--- config.mk ---
export PLATFORM = sky130hd
export DESIGN_NAME = mcs4_run_ctrl_flat
export DESIGN_NICKNAME = d
export VERILOG_FILES = /design/src/rtl/mcs4.sv /design/src/rtl/mcs4_run_ctrl_if.sv /design/src/rtl/mcs4_phase_gen.sv /design/src/rtl/mcs4_run_ctrl.sv /design/src/flat_wrapper.sv
export SDC_FILE = /design/constraint.sdc
export NUM_CORES = 1
export LEC_CHECK = 0
export CORE_MARGIN = 2
export CORE_UTILIZATION = 48
export DETAILED_ROUTE_END_ITERATION = 10
export PLACE_DENSITY = 0.91
export SETUP_SLACK_MARGIN = 0.02
export SYNTH_ARGS = -nofsm -noshare
export SYNTH_HDL_FRONTEND = slang
export SYNTH_HIERARCHICAL = 1
export SYNTH_SLANG_ARGS = --single-unit
--- constraint.sdc ---
create_clock -name clk -period 3.4 [get_ports clk]
set_input_delay 0.34 -clock clk [delete_from_list [all_inputs] [get_ports clk]]
set_output_delay 0.34 -clock clk [all_outputs]
set_load 0.05 [all_outputs]
--- src/rtl/mcs4.sv ---
// ----------------------------------------------------------------------------
// mcs4 : shared types for the MCS-4 run controller slice.
//
//   char_t      - one 4-bit character on the MCS-4 data bus
//   addr_t      - 12-bit ROM address
//   subcycle_t  - the eight subcycles of an instruction cycle (A1..X3)
//   run_state_t - run/step controller state (exported for debug)
//
// Helper:
//   next_subcycle() - subcycle successor, wraps X3 -> A1
// ----------------------------------------------------------------------------
package mcs4;

    typedef logic [3:0]  char_t;
    typedef logic [11:0] addr_t;

    typedef enum logic [2:0] {
        A1 = 3'd0,
        A2 = 3'd1,
        A3 = 3'd2,
        M1 = 3'd3,
        M2 = 3'd4,
        X1 = 3'd5,
        X2 = 3'd6,
        X3 = 3'd7
    } subcycle_t;

    typedef enum logic [1:0] {
        HALTED = 2'd0,
        RUN    = 2'd1,
        STEP   = 2'd2
    } run_state_t;

    function automatic subcycle_t next_subcycle(input subcycle_t sc);
        return subcycle_t'(sc + 3'd1);
    endfunction

endpackage

--- src/rtl/mcs4_run_ctrl_if.sv ---
// ----------------------------------------------------------------------------
// mcs4_run_ctrl_if : host control, CPU bus snoop and status of mcs4_run_ctrl.
//
// Host / bus side (driven by the master):
//   run, step, bp_en, bp_addr, bp_clr   host run control and breakpoint
//   sync, dbus                          i4004 sync line and OR-combined bus
// Controller side (driven by the slave):
//   clken_1, clken_2                    phase enables for the MCS-4 chips
//   halted, synced, subcycle            run / tracking status
//   last_addr, last_opcode, cycle_count captured fetch info
//   bp_hit, sync_err                    sticky flags
//   run_state                           controller FSM state, for debug
//
// Handshake: there is no valid/ready pair here. run and bp_en are levels;
// step and bp_clr are single-clk pulses that are acted on in the clk they
// are high; sync/dbus are only looked at in the clk where clken_2 is high.
// ----------------------------------------------------------------------------
interface mcs4_run_ctrl_if;
    import mcs4::*;

    logic       run;
    logic       step;
    logic       bp_en;
    addr_t      bp_addr;
    logic       bp_clr;
    logic       sync;
    char_t      dbus;

    logic       clken_1;
    logic       clken_2;
    logic       halted;
    logic       synced;
    subcycle_t  subcycle;
    addr_t      last_addr;
    logic [7:0] last_opcode;
    logic [31:0] cycle_count;
    logic       bp_hit;
    logic       sync_err;
    run_state_t run_state;

    modport master (
        output run, step, bp_en, bp_addr, bp_clr, sync, dbus,
        input  clken_1, clken_2, halted, synced, subcycle, last_addr,
               last_opcode, cycle_count, bp_hit, sync_err, run_state
    );

    modport slave (
        input  run, step, bp_en, bp_addr, bp_clr, sync, dbus,
        output clken_1, clken_2, halted, synced, subcycle, last_addr,
               last_opcode, cycle_count, bp_hit, sync_err, run_state
    );

endinterface

--- src/rtl/mcs4_phase_gen.sv ---
// ----------------------------------------------------------------------------
// mcs4_phase_gen : two-phase clock-enable generator.
//
// Parameters:
//   CLK_DIV  clk cycles per phase pulse (1..255)
// Ports:
//   clk, rst  system clock, asynchronous active-high reset
//   enable    count and emit pulses while high
//   restart   clear the divider so the next pulse is clken_1 CLK_DIV clk later
//   clken_1   one-clk phase-1 enable
//   clken_2   one-clk phase-2 enable
// ----------------------------------------------------------------------------
module mcs4_phase_gen #(
    parameter int CLK_DIV = 4
) (
    input  logic clk,
    input  logic rst,
    input  logic enable,
    input  logic restart,
    output logic clken_1,
    output logic clken_2
);

    logic [7:0] div_cnt;
    logic       phi;      // 0: next pulse is clken_1, 1: next pulse is clken_2
    logic       at_top;

    assign at_top = (div_cnt == 8'(CLK_DIV - 1));

    always_ff @(posedge clk or posedge rst) begin
        if (rst) begin
            div_cnt <= 8'd0;
            phi     <= 1'b0;
        end else if (restart) begin
            div_cnt <= 8'd0;
            phi     <= 1'b0;
        end else if (enable) begin
            if (at_top) begin
                div_cnt <= 8'd0;
                phi     <= ~phi;
            end else begin
                div_cnt <= div_cnt + 8'd1;
            end
        end
    end

    // Pulses are combinational on the counter so they vanish the moment
    // enable drops or reset asserts; no partial pulse can leak out.
    assign clken_1 = enable & at_top & ~phi;
    assign clken_2 = enable & at_top &  phi;

endmodule

--- src/rtl/mcs4_run_ctrl.sv ---
// ----------------------------------------------------------------------------
// mcs4_run_ctrl : run/step controller and clock-enable sequencer for MCS-4.
//
// Tracks the 8-subcycle instruction cycle from the i4004 sync line, snoops
// the data bus for fetch address and opcode, and lets the host run, halt,
// single-step and (optionally) break on a ROM address. Stops happen only at
// instruction-cycle boundaries (sync sampled high at a clken_2).
//
// Parameters:
//   CLK_DIV  clk cycles per phase pulse (1..255)
// Ports:
//   clk, rst  system clock, asynchronous active-high reset
//   ctl       mcs4_run_ctrl_if.slave (host control, bus snoop, status)
//
// Build option:
//   MCS4_BREAKPOINT_EN  when defined, an A3 fetch address matching bp_addr
//                       (with bp_en=1) sets bp_hit; otherwise bp_hit is 0
//                       and bp_en/bp_addr/bp_clr are ignored.
// ----------------------------------------------------------------------------
module mcs4_run_ctrl
    import mcs4::*;
#(
    parameter int CLK_DIV = 4
) (
    input logic           clk,
    input logic           rst,
    mcs4_run_ctrl_if.slave ctl
);

    run_state_t  state_q, state_d;
    logic        restart;
    logic        halted;
    logic        clken_1, clken_2;
    logic        boundary;

    logic        synced_q;
    subcycle_t   subcycle_q;
    addr_t       last_addr_q;
    logic [7:0]  last_opcode_q;
    logic [31:0] cycle_count_q;
    logic        sync_err_q;
    logic        bp_hit_q;

    assign halted   = (state_q == HALTED);
    assign boundary = clken_2 & ctl.sync;

    mcs4_phase_gen #(.CLK_DIV(CLK_DIV)) u_phase_gen (
        .clk     (clk),
        .rst     (rst),
        .enable  (~halted),
        .restart (restart),
        .clken_1 (clken_1),
        .clken_2 (clken_2)
    );

    // ---------------- run/step FSM ----------------
    always_ff @(posedge clk or posedge rst) begin
        if (rst) state_q <= HALTED;
        else     state_q <= state_d;
    end

    always_comb begin
        state_d = state_q;
        restart = 1'b0;
        case (state_q)
            HALTED: begin
                // run is blocked by a pending breakpoint, step is not
                if (ctl.run && !bp_hit_q) begin
                    state_d = RUN;
                    restart = 1'b1;
                end else if (ctl.step) begin
                    state_d = STEP;
                    restart = 1'b1;
                end
            end
            RUN: begin
                if (boundary && (!ctl.run || bp_hit_q)) state_d = HALTED;
            end
            STEP: begin
                if (boundary) state_d = HALTED;
            end
            default: state_d = HALTED;
        endcase
    end

    // ---------------- subcycle tracker and bus capture ----------------
    always_ff @(posedge clk or posedge rst) begin
        if (rst) begin
            synced_q      <= 1'b0;
            subcycle_q    <= X3;
            last_addr_q   <= '0;
            last_opcode_q <= '0;
            cycle_count_q <= '0;
            sync_err_q    <= 1'b0;
        end else if (clken_2) begin
            if (ctl.sync) begin
                // A sync anywhere but X3 means we lost alignment: flag it
                // and take this sync as the new cycle start.
                if (synced_q && subcycle_q != X3) sync_err_q <= 1'b1;
                synced_q      <= 1'b1;
                subcycle_q    <= A1;
                cycle_count_q <= cycle_count_q + 32'd1;
            end else if (synced_q) begin
                subcycle_q <= next_subcycle(subcycle_q);
                case (subcycle_q)
                    A1:      last_addr_q[3:0]   <= ctl.dbus;
                    A2:      last_addr_q[7:4]   <= ctl.dbus;
                    A3:      last_addr_q[11:8]  <= ctl.dbus;
                    M1:      last_opcode_q[7:4] <= ctl.dbus;
                    M2:      last_opcode_q[3:0] <= ctl.dbus;
                    default: ;
                endcase
            end
        end
    end

    // ---------------- breakpoint ----------------
`ifdef MCS4_BREAKPOINT_EN
    logic bp_match;

    // The top nibble arrives on the bus at A3; the low byte is already held.
    assign bp_match = clken_2 && !ctl.sync && synced_q && (subcycle_q == A3) &&
                      ctl.bp_en && ({ctl.dbus, last_addr_q[7:0]} == ctl.bp_addr);

    always_ff @(posedge clk or posedge rst) begin
        if (rst)             bp_hit_q <= 1'b0;
        else if (bp_match)   bp_hit_q <= 1'b1;   // a new hit beats bp_clr
        else if (ctl.bp_clr) bp_hit_q <= 1'b0;
    end
`else
    logic unused_bp;

    assign bp_hit_q  = 1'b0;
    assign unused_bp = ctl.bp_en ^ ctl.bp_clr ^ (^ctl.bp_addr);
`endif

    // ---------------- outputs ----------------
    assign ctl.clken_1     = clken_1;
    assign ctl.clken_2     = clken_2;
    assign ctl.halted      = halted;
    assign ctl.synced      = synced_q;
    assign ctl.subcycle    = subcycle_q;
    assign ctl.last_addr   = last_addr_q;
    assign ctl.last_opcode = last_opcode_q;
    assign ctl.cycle_count = cycle_count_q;
    assign ctl.bp_hit      = bp_hit_q;
    assign ctl.sync_err    = sync_err_q;
    assign ctl.run_state   = state_q;

endmodule

--- src/flat_wrapper.sv ---
// flat-port wrapper written by rule: the top's interface ports become plain ports
module mcs4_run_ctrl_flat import mcs4::*;
#(
    parameter int CLK_DIV = 4
)
  (clk, rst, ctl_run, ctl_step, ctl_bp_en, ctl_bp_addr, ctl_bp_clr, ctl_sync, ctl_dbus, ctl_clken_1, ctl_clken_2, ctl_halted, ctl_synced, ctl_subcycle, ctl_last_addr, ctl_last_opcode, ctl_cycle_count, ctl_bp_hit, ctl_sync_err, ctl_run_state);
  mcs4_run_ctrl_if ctl_i ();
  input logic clk;
  input logic rst;
  input wire logic [$bits(ctl_i.run)-1:0] ctl_run;
  input wire logic [$bits(ctl_i.step)-1:0] ctl_step;
  input wire logic [$bits(ctl_i.bp_en)-1:0] ctl_bp_en;
  input wire logic [$bits(ctl_i.bp_addr)-1:0] ctl_bp_addr;
  input wire logic [$bits(ctl_i.bp_clr)-1:0] ctl_bp_clr;
  input wire logic [$bits(ctl_i.sync)-1:0] ctl_sync;
  input wire logic [$bits(ctl_i.dbus)-1:0] ctl_dbus;
  output wire logic [$bits(ctl_i.clken_1)-1:0] ctl_clken_1;
  output wire logic [$bits(ctl_i.clken_2)-1:0] ctl_clken_2;
  output wire logic [$bits(ctl_i.halted)-1:0] ctl_halted;
  output wire logic [$bits(ctl_i.synced)-1:0] ctl_synced;
  output wire logic [$bits(ctl_i.subcycle)-1:0] ctl_subcycle;
  output wire logic [$bits(ctl_i.last_addr)-1:0] ctl_last_addr;
  output wire logic [$bits(ctl_i.last_opcode)-1:0] ctl_last_opcode;
  output wire logic [$bits(ctl_i.cycle_count)-1:0] ctl_cycle_count;
  output wire logic [$bits(ctl_i.bp_hit)-1:0] ctl_bp_hit;
  output wire logic [$bits(ctl_i.sync_err)-1:0] ctl_sync_err;
  output wire logic [$bits(ctl_i.run_state)-1:0] ctl_run_state;
  assign ctl_i.run = ctl_run;
  assign ctl_i.step = ctl_step;
  assign ctl_i.bp_en = ctl_bp_en;
  assign ctl_i.bp_addr = ctl_bp_addr;
  assign ctl_i.bp_clr = ctl_bp_clr;
  assign ctl_i.sync = ctl_sync;
  assign ctl_i.dbus = ctl_dbus;
  assign ctl_clken_1 = ctl_i.clken_1;
  assign ctl_clken_2 = ctl_i.clken_2;
  assign ctl_halted = ctl_i.halted;
  assign ctl_synced = ctl_i.synced;
  assign ctl_subcycle = ctl_i.subcycle;
  assign ctl_last_addr = ctl_i.last_addr;
  assign ctl_last_opcode = ctl_i.last_opcode;
  assign ctl_cycle_count = ctl_i.cycle_count;
  assign ctl_bp_hit = ctl_i.bp_hit;
  assign ctl_sync_err = ctl_i.sync_err;
  assign ctl_run_state = ctl_i.run_state;
  mcs4_run_ctrl #(.CLK_DIV(CLK_DIV)) u_core (.clk(clk), .rst(rst), .ctl(ctl_i));
endmodule
* Word-level counts from Yosys, hierarchy flattened
Cells that the tools add are included.
Operators by class: bitwise operators 7, equal/unequal tests 12, add/sub/neg operators 3, reduce and logical (&&, ||, !) cells 17, muxes and demuxes 16
Operators by type and width (count):
- $add 32x1->32 const B | 1
- $mux 8 | 3
- $reduce_and 4->1 | 5
- $add 8x1->8 const B | 1
- $eq 8x2->1 const B | 1
- $mux 2 | 4
- $eq 3x2->1 const B | 2
- $mux 1 | 6
- $mux 3 | 2
- $ne 2x1->1 const B | 3
- $ne 3x3->1 const B | 2
- $pmux 2 s3 | 1
- $reduce_and 2->1 | 3
- $reduce_and 3->1 | 2
- $and 1x1->1 | 4
- $reduce_bool 2->1 | 2
- $add 3x1->3 const B | 1
- $eq 3x1->1 const B | 1
- $eq 3x3->1 const B | 1
- $logic_not 3->1 | 1
- $not 1->1 | 3
- $eq 2x1->1 const B | 1
- $eq 2x2->1 const B | 1
- $logic_and 1x1->1 | 2
- 2 further kinds | 2
Word-level totals: output and inout bits 63, word-level logic and storage cells 67, register bits after elaboration 68, input port bits 23

* Longest topological paths before layout
Gate-level depths: netlist (run 1).
depth in word-level cells 8, mapped depth 9, mapped depth without buffers 7

* Modules after synthesis
The synthesis (run 1) kept the hierarchy.
By module, submodules not included:
- mcs4_run_ctrl | sequential area each 1480.2 um2, cells each 215, area an instance 2638.8 um2, instances 1
- mcs4_phase_gen | sequential area each 225.2 um2, cells each 55, area an instance 519.2 um2, instances 1

* Worst setup path before layout (run 1)
OpenSTA, ideal clock, no wires.
path type register to register, start point reg u_core.state_q[1] (netlist: u_core/ctl.run_state[1]), end point reg u_core.cycle_count_q[18] (netlist: u_core/ctl.cycle_count[18]), arrival time 3.766 ns, path slack -0.508 ns, path buffers 0, stages on the path, launching flop included 8, library setup time 0.143 ns, data required time 3.257 ns, period minus slack after synthesis 3.908 ns, cell sequence dfrtp_1 > or2_2 > or4b_4 > nor3_1 > nand4_1 > nor4_4 > nand4_1 > xnor2_1
On the way: cells in the longest elaborated chain, start to end 5
RTL lines:
- start: declaration | RTL line mcs4_run_ctrl.sv:30 | run_state_t state_q, state_d;
- start signal: assignment | RTL line mcs4_run_ctrl.sv:59 | else state_q <= state_d;
- $logic_not 2->1 | RTL line mcs4_run_ctrl.sv:44 | assign halted = (state_q == HALTED);
- $not 1->1 | RTL line mcs4_run_ctrl.sv:50 | .enable (~halted),
- $and 1x1->1 (2 in a row) | RTL line mcs4_phase_gen.sv:50 | assign clken_2 = enable & at_top & phi;
- named net ctl_clken_2 | RTL line flat_wrapper.sv:18 | output wire logic [$bits(ctl_i.clken_2)-1:0] ctl_clken_2;
- $reduce_and 2->1 (no source line)
- end signal: assignment | RTL line mcs4_run_ctrl.sv:102 | cycle_count_q <= cycle_count_q + 32'd1;
- end: declaration | RTL line mcs4_run_ctrl.sv:40 | logic [31:0] cycle_count_q;
The timed path passes the listed nets, and every way through them passes these cells. A chain may end at the register's enable or synchronous reset.

* Final worst setup path (run 1)
start point reg u_core.u_phase_gen.div_cnt[0], end point out ctl_clken_1
On the way: cells in the longest elaborated chain, start to end 3
RTL lines:
- start: declaration | RTL line mcs4_phase_gen.sv:24 | logic [7:0] div_cnt;
- start signal: assignment | RTL line mcs4_phase_gen.sv:42 | div_cnt <= div_cnt + 8'd1;
- $eq 8x2->1 | RTL line mcs4_phase_gen.sv:28 | assign at_top = (div_cnt == 8'(CLK_DIV - 1));
- $and 1x1->1 (2 in a row) | RTL line mcs4_phase_gen.sv:49 | assign clken_1 = enable & at_top & ~phi;
- end: declaration | RTL line flat_wrapper.sv:17 | output wire logic [$bits(ctl_i.clken_1)-1:0] ctl_clken_1;
Every way passes these cells.

==> results.cfg, run 1 <==
[run_status]
outcome = finished, final reports clean

[synthesis]
avgSynthCellArea_um2 = 11.7
synth_top_area_share_pct = 51.5
synth_area_um2 = 3160
synthTopCellsByArea = dfrtp_1 52%, mux2_2 7.5%, xnor2_1 6.9%, ha_1 3.6%, nand4_1 2.8%
synth_flop_cell = dfrtp_1
synth-async-reset-ratio_pct = 100
syn_nets = 302
yosysSeqAreaShare_pct = 54.0
ys_ff_latch = 68
yosys-top-cells-count = 65 x dfrtp_1, 25 x xnor2_1, 21 x mux2_2, 18 x nand2_1, 14 x nand4_1
syn-instance-count = 270
synth_warnings = 6
synth.distinct_cells = 48
synth_top_area_cell = dfrtp_1
synth.most_common_cell = dfrtp_1
synth_edf_count = 0

[routing]
drtPass1Iterations = 4
avgRoutedWirePerCell_um = 15.4
vias = 2301
wirelength_um = 6580
drtAntennaViolNets = 0
drt_iter0_drc = 101
drc = 0
vias_per_cell = 5.39

[sta]
worst_slew_pin_slew_ns = 0.727
fmax_mhz = 315
final_max_slew_viol_count = 0
hold_violations = 0
fin_tns_setup_ns = 0
fin_skew_ns = 0.0114
period_share_pct = 93.4
min_period_ns = 3.18
setup_viol_count_final = 0
rsz0062_at_grt = no
relSlewSlack_pct = 51.5

[critical_path]
reg2regPathDepth = 7
arrival_ns = 2.84
required_ns = 3.06
rr_startpoint = u_core/u_phase_gen/div_cnt[0]$_DFFE_PP0P_
critPathLaunch = u_core/u_phase_gen/div_cnt[0]$_DFFE_PP0P_
worst_setup_path_start_kind = flip-flop
critPathMaxFanout = 7
crit_type = flip-flop to primary output
end_kind = primary output

[pwr]
powerDensity_nw_per_um2 = 560
irDropWorstVdd_uv = 412
leakage_uw = 0.00191

[cts]
hold_buffers = 0
numCtsBuffers = 9
htree_levels = 3
cts_sinks = 68
tritoncts = done
clock_latency_ns = 0.34
clk_pin_slew_ns = 0.07
clk_path_buf_depth = 2
cts_root_buf = clkbuf_8

[place]
port_buffers = 70
place_congestion = 0.820
hpwl_um = 4630
place_inst = 411

[die]
die_w_um = 85.1
initial_utilization_pct = 49.7
rows = 29
core_um2 = 6350
fp.dieH_um = 85.1
num_io_pins = 86
fp.dieArea_um2 = 7240

[final_layout]
final-instance-count-excl-fill = 427
syn2layout_area_growth_pct = 33.6
drive_above_1_share_pct = 14.9
fill_cells = 458
nets = 377
diodes = 0

[global_route]
grtUsageTotal_pct = 19.3
grt_pass1_vias = 2254
antenna_found_initial = 0
grt_pass1_wl_um = 11100
overflow = 0
grt_max_degree = 60

[job]
maxCapViolations = 0

[worst_hold_path]
hold_path.class = input port to async pin
what timing repair did:
item | CTS | global route
endpoints found under the hold margin | 0 | 0
buffers inserted | 0 | 0
resized for setup | 0 | 1
endpoints found under the setup margin | 0 | 1
metrics by stage:
stage               instance area, um2  hold slack, ns  utilization (%)  setup WS, ns  total power, uW
finish                            4220           0.321             66.5         0.223             2360
global route                      4220           0.374             66.5         0.104             2470
CTS                               4220           0.323             66.4        0.0733             2390
detailed placement                3930           0.457             61.9         0.448             1440
global placement                  3930           0.451             61.9         0.502             1420
floorplan                         3160           0.168                -         0.140             1300
power by group:
| group | switching (uW) | internal, uW | total, uW |
|---|---|---|---|
| Combinational | 268 | 176 | 444 |
| Clock | 299 | 634 | 933 |
| Sequential | 100 | 887 | 987 |
state kept, by name (all words and copies together), names as in the netlist:
register	count
u_core/ctl.cycle_count	32
u_core/ctl.last_addr	12
u_core/ctl.last_opcode	8
u_core/ctl.run_state	2
u_core/ctl.subcycle	3
u_core/ctl.sync_err	1
u_core/ctl.synced	1
u_core/u_phase_gen/div_cnt	8
u_core/u_phase_gen/phi	1
kinds of logic (layout without fill, tap and decap cells):
family,after synthesis,in the layout,synth area share (%)
adders and majority gates,9,9,3.57
and+or+nand+nor,91,91,17.5
buffers and inverters,21,101,2.93
DFF,68,68,54.0
xor gates and xnor gates,33,33,9.15
muxes,21,21,7.49
AOI/OAI and AO/OA,26,26,5.27
other,1,1,0.119
final cells by class:
class / count / area (um2) / area share, %
inverter: 13 / 48.8 / 1.16
sequential: 68 / 1710 / 40.4
multi-input combinational: 181 / 1370 / 32.3
clock inverter: 7 / 163 / 3.85
clock buffer: 9 / 124 / 2.94
timing repair buffer: 72 / 718 / 17.0
tap: 77 / 96.3 / 2.28
critical path: stages (launching register included):
cell and delay (ns):
dfrtp_1 0.44, ha_1 0.21, or4b_1 0.58, or3_1 0.42
inv_1 0.06, clkdlybuf4s50_1 0.79
path summary, 6_finish.rpt:
check | to | slack, ns
worst max-delay path | ctl_clken_1 | 0.22
worst min-delay path | u_core/u_phase_gen/div_cnt[3]$_DFFE_PP0P_ | 0.32
worst max register to register | u_core/ctl.cycle_count[14]$_DFFE_PP0N_ | 0.48
worst min register to register | u_core/ctl.sync_err$_DFFE_PP0P_ | 0.48
max in group asynchronous | u_core/ctl.last_opcode[2]$_DFFE_PP0P_ | 2.36
min in group clk | u_core/ctl.sync_err$_DFFE_PP0P_ | 0.48
per-layer routing:
layer	GRT usage [%]	wire length (um)
met3	4.57	318
met4	7.79	131
met2	30.8	3250
met5	0	0
met1	25.5	2890
placed cells by master (no fill, tap or decap), types with 2 or more instances in the layout:
master	netlist	routed
a21oi_1	7	7
xnor2_1	25	25
clkbuf_8	0	9
xor2_1	8	8
nor2_1	13	13
dfstp_2	3	3
nor4_4	2	2
o2111ai_1	2	2
dfrtp_1	65	65
nand3_1	10	10
nor3_1	4	3
nand2b_1	3	3
and3_1	5	5
bufinv_16	0	5
o211ai_1	2	2
nand4b_1	2	2
or3_1	4	4
nand4_1	14	14
ha_1	9	9
nand2_1	18	18
inv_1	13	12
buf_4	3	2
clkdlybuf4s50_1	0	69
and2_1	3	3
mux2_2	21	21
o21ai_0	7	7
Note: power is estimated with default switching activity, not from simulation.
==> run 2, diff against run 1 <==
Settings changed: CAP_MARGIN set to 20, SLEW_MARGIN set to 0.
==> results of run 2 <==
No change in the layout: final DEF, timing and power equal those of run 1.
==> run 3, diff against run 2 <==
Settings changed: CORE_MARGIN 2 to 4.
==> run 3 against run 2 <==
Compared with the run above:
- sequential share of layout area up 0.83 points
- power down 11%
- wire length up 0.24%
- maximum frequency down 0.72%
- register-to-register slack about the same
- critical path depth unchanged
- final cell count unchanged
- clock power down 29%
- combinational power about the same
- die area up 9.6%
- utilization down 1.7 points
- first-iteration DRC count down 41%
- critical path type unchanged
- largest cell class unchanged
- highest routed layer unchanged
==> results.cfg, run 3 (synthesis gave the netlist of run 1 again) <==
[critical_path]
crit_type = flip-flop to primary output
arrival_ns = 2.86
worst_setup_path_start_kind = flip-flop
rr_endpoint = u_core/ctl.cycle_count[18]$_DFFE_PP0N_
required_ns = 3.06
critPathMaxFanout = 7
critPathLaunch = u_core/u_phase_gen/div_cnt[0]$_DFFE_PP0P_
worst-r2r-setup-slack_ns = 0.47
rr_startpoint = u_core/u_phase_gen/div_cnt[0]$_DFFE_PP0P_
reg2regPathDepth = 7
cp-endpoint = ctl_clken_1
end_kind = primary output

[global_route]
grt_pass1_wl_um = 10800
grt_pass1_vias = 2339
antenna_found_initial = 0
grtUsageTotal_pct = 17.6
grt_max_degree = 60
overflow = 0

[sta]
hold-worst-slack_ns = 0.319
relSlewSlack_pct = 51.9
min_period_ns = 3.20
fmax_mhz = 313
hold_violations = 0
final_max_slew_viol_count = 0
period_share_pct = 94.1
fin_tns_setup_ns = 0
fin_skew_ns = 0.00903
rsz0062_at_grt = no
setup_viol_count_final = 0
worst_slew_pin_slew_ns = 0.722

[pwr]
switchingPower_uw = 674
internal-power_uw = 1420
power_frac_clock_pct = 31.6
powerDensity_nw_per_um2 = 506
switching_share_pct = 32.2
leakage_uw = 0.00186
p_seq_share_pct = 47.2
combPwrFrac_pct = 21.2
irDropWorstVdd_uv = 518

[final_layout]
diodes = 0
largest_register_ffs = 32
drive_above_1_share_pct = 14.9
final_cell_mix = 69 x clkdlybuf4s50_1, 65 x dfrtp_1, 25 x xnor2_1
nets = 377
syn2layout_area_growth_pct = 30.9
final_util_pct = 64.8
final-instance-count-excl-fill = 427
postLayoutCellArea_um2 = 4140
final_common_cell = clkdlybuf4s50_1

[place]
port_buffers = 70
place_congestion = 0.810
hpwl_um = 4810
postPlaceCellArea_um2 = 3930
place_inst = 411

[die]
fp.dieArea_um2 = 7940
core_um2 = 6390
die_w_um = 89.1
initial_utilization_pct = 49.5
rows = 29
num_io_pins = 86
fp.dieH_um = 89.1

[routing]
drtAntennaViolNets = 0
vias_per_cell = 5.41
drt_iter0_drc = 60
drtPass1Iterations = 4
vias = 2311
drc = 0
avgRoutedWirePerCell_um = 15.5
wirelength_um = 6600

[cts]
clock_latency_ns = 0.34
cts_setup_buffers = 0
cts_sinks = 68
clk_path_buf_depth = 2
hold_buffers = 0
numCtsBuffers = 9
htree_levels = 3
cts.repair.resized = 0
tritoncts = done
clk_pin_slew_ns = 0.07
cts_root_buf = clkbuf_8

[worst_hold_path]
hold_path.class = input port to async pin

[run_status]
outcome = finished, final reports clean

[job]
maxCapViolations = 0
[run 3: changes by cell type in the layout (fill, tap and decap cells not counted)]
cell,change
clkbuf_8,+1
clkinv_2,+1
clkinv_4,+1
clkinvlp_4,+1
bufinv_16,-4
[run 3: worst min path at each step]
stage,to,slack [ns]
final,u_core/u_phase_gen/phi$_DFFE_PP0P_,0.32
after global routing,u_core/u_phase_gen/div_cnt[4]$_DFFE_PP0P_,0.34
after CTS,u_core/u_phase_gen/phi$_DFFE_PP0P_,0.32
after detailed placement,u_core/ctl.run_state[1]$_DFFE_PP0P_,0.48
after global placement,u_core/ctl.sync_err$_DFFE_PP0P_,0.45
after floorplan,u_core/u_phase_gen/div_cnt[0]$_DFFE_PP0P_,0.17
[run 3: cell type report]
cell class,count,area [um2]
fill,489,2250
tap,77,96.3
multi-input combinational,181,1370
sequential,68,1710
clock buffer,10,138
clock inverter,6,63.8
timing repair buffer,72,718
inverter,13,48.8
[run 3: critical path: stages (launching register included)]
cell and delay (ns):
dfrtp_1 0.44, ha_1 0.22, or4b_1 0.59, or3_1 0.41, inv_1 0.07, clkdlybuf4s50_1 0.79
[run 3: power groups by stage]
stage | clock network [uW] | registers (uW) | logic, uW
2_1_floorplan | 0 | 1080 | 216
3_3_place_gp | 0 | 989 | 431
3_5_place_dp | 0 | 1000 | 442
4_1_cts | 681 | 985 | 448
5_1_grt | 716 | 998 | 483
6_report | 661 | 988 | 444
[run 3: layer usage]
| layer | vias to the layer above | share of wire (%) | track usage [%] |
|---|---|---|---|
| met5 | - | 0 | 0 |
| met4 | 0 | 1.2 | 8.39 |
| met3 | 8 | 4.6 | 3.50 |
| met2 | 53 | 51 | 29.5 |
| met1 | 1160 | 43 | 21.7 |
| li1 | 1090 | - | - |
[run 3: through the flow]
| step | total power (uW) | setup WS [ns] |
|---|---|---|
| after floorplan | 1300 | 0.140 |
| after global placement | 1420 | 0.510 |
| after detailed placement | 1440 | 0.484 |
| after CTS | 2110 | 0.0766 |
| after global routing | 2200 | 0.0906 |
| final | 2090 | 0.200 |
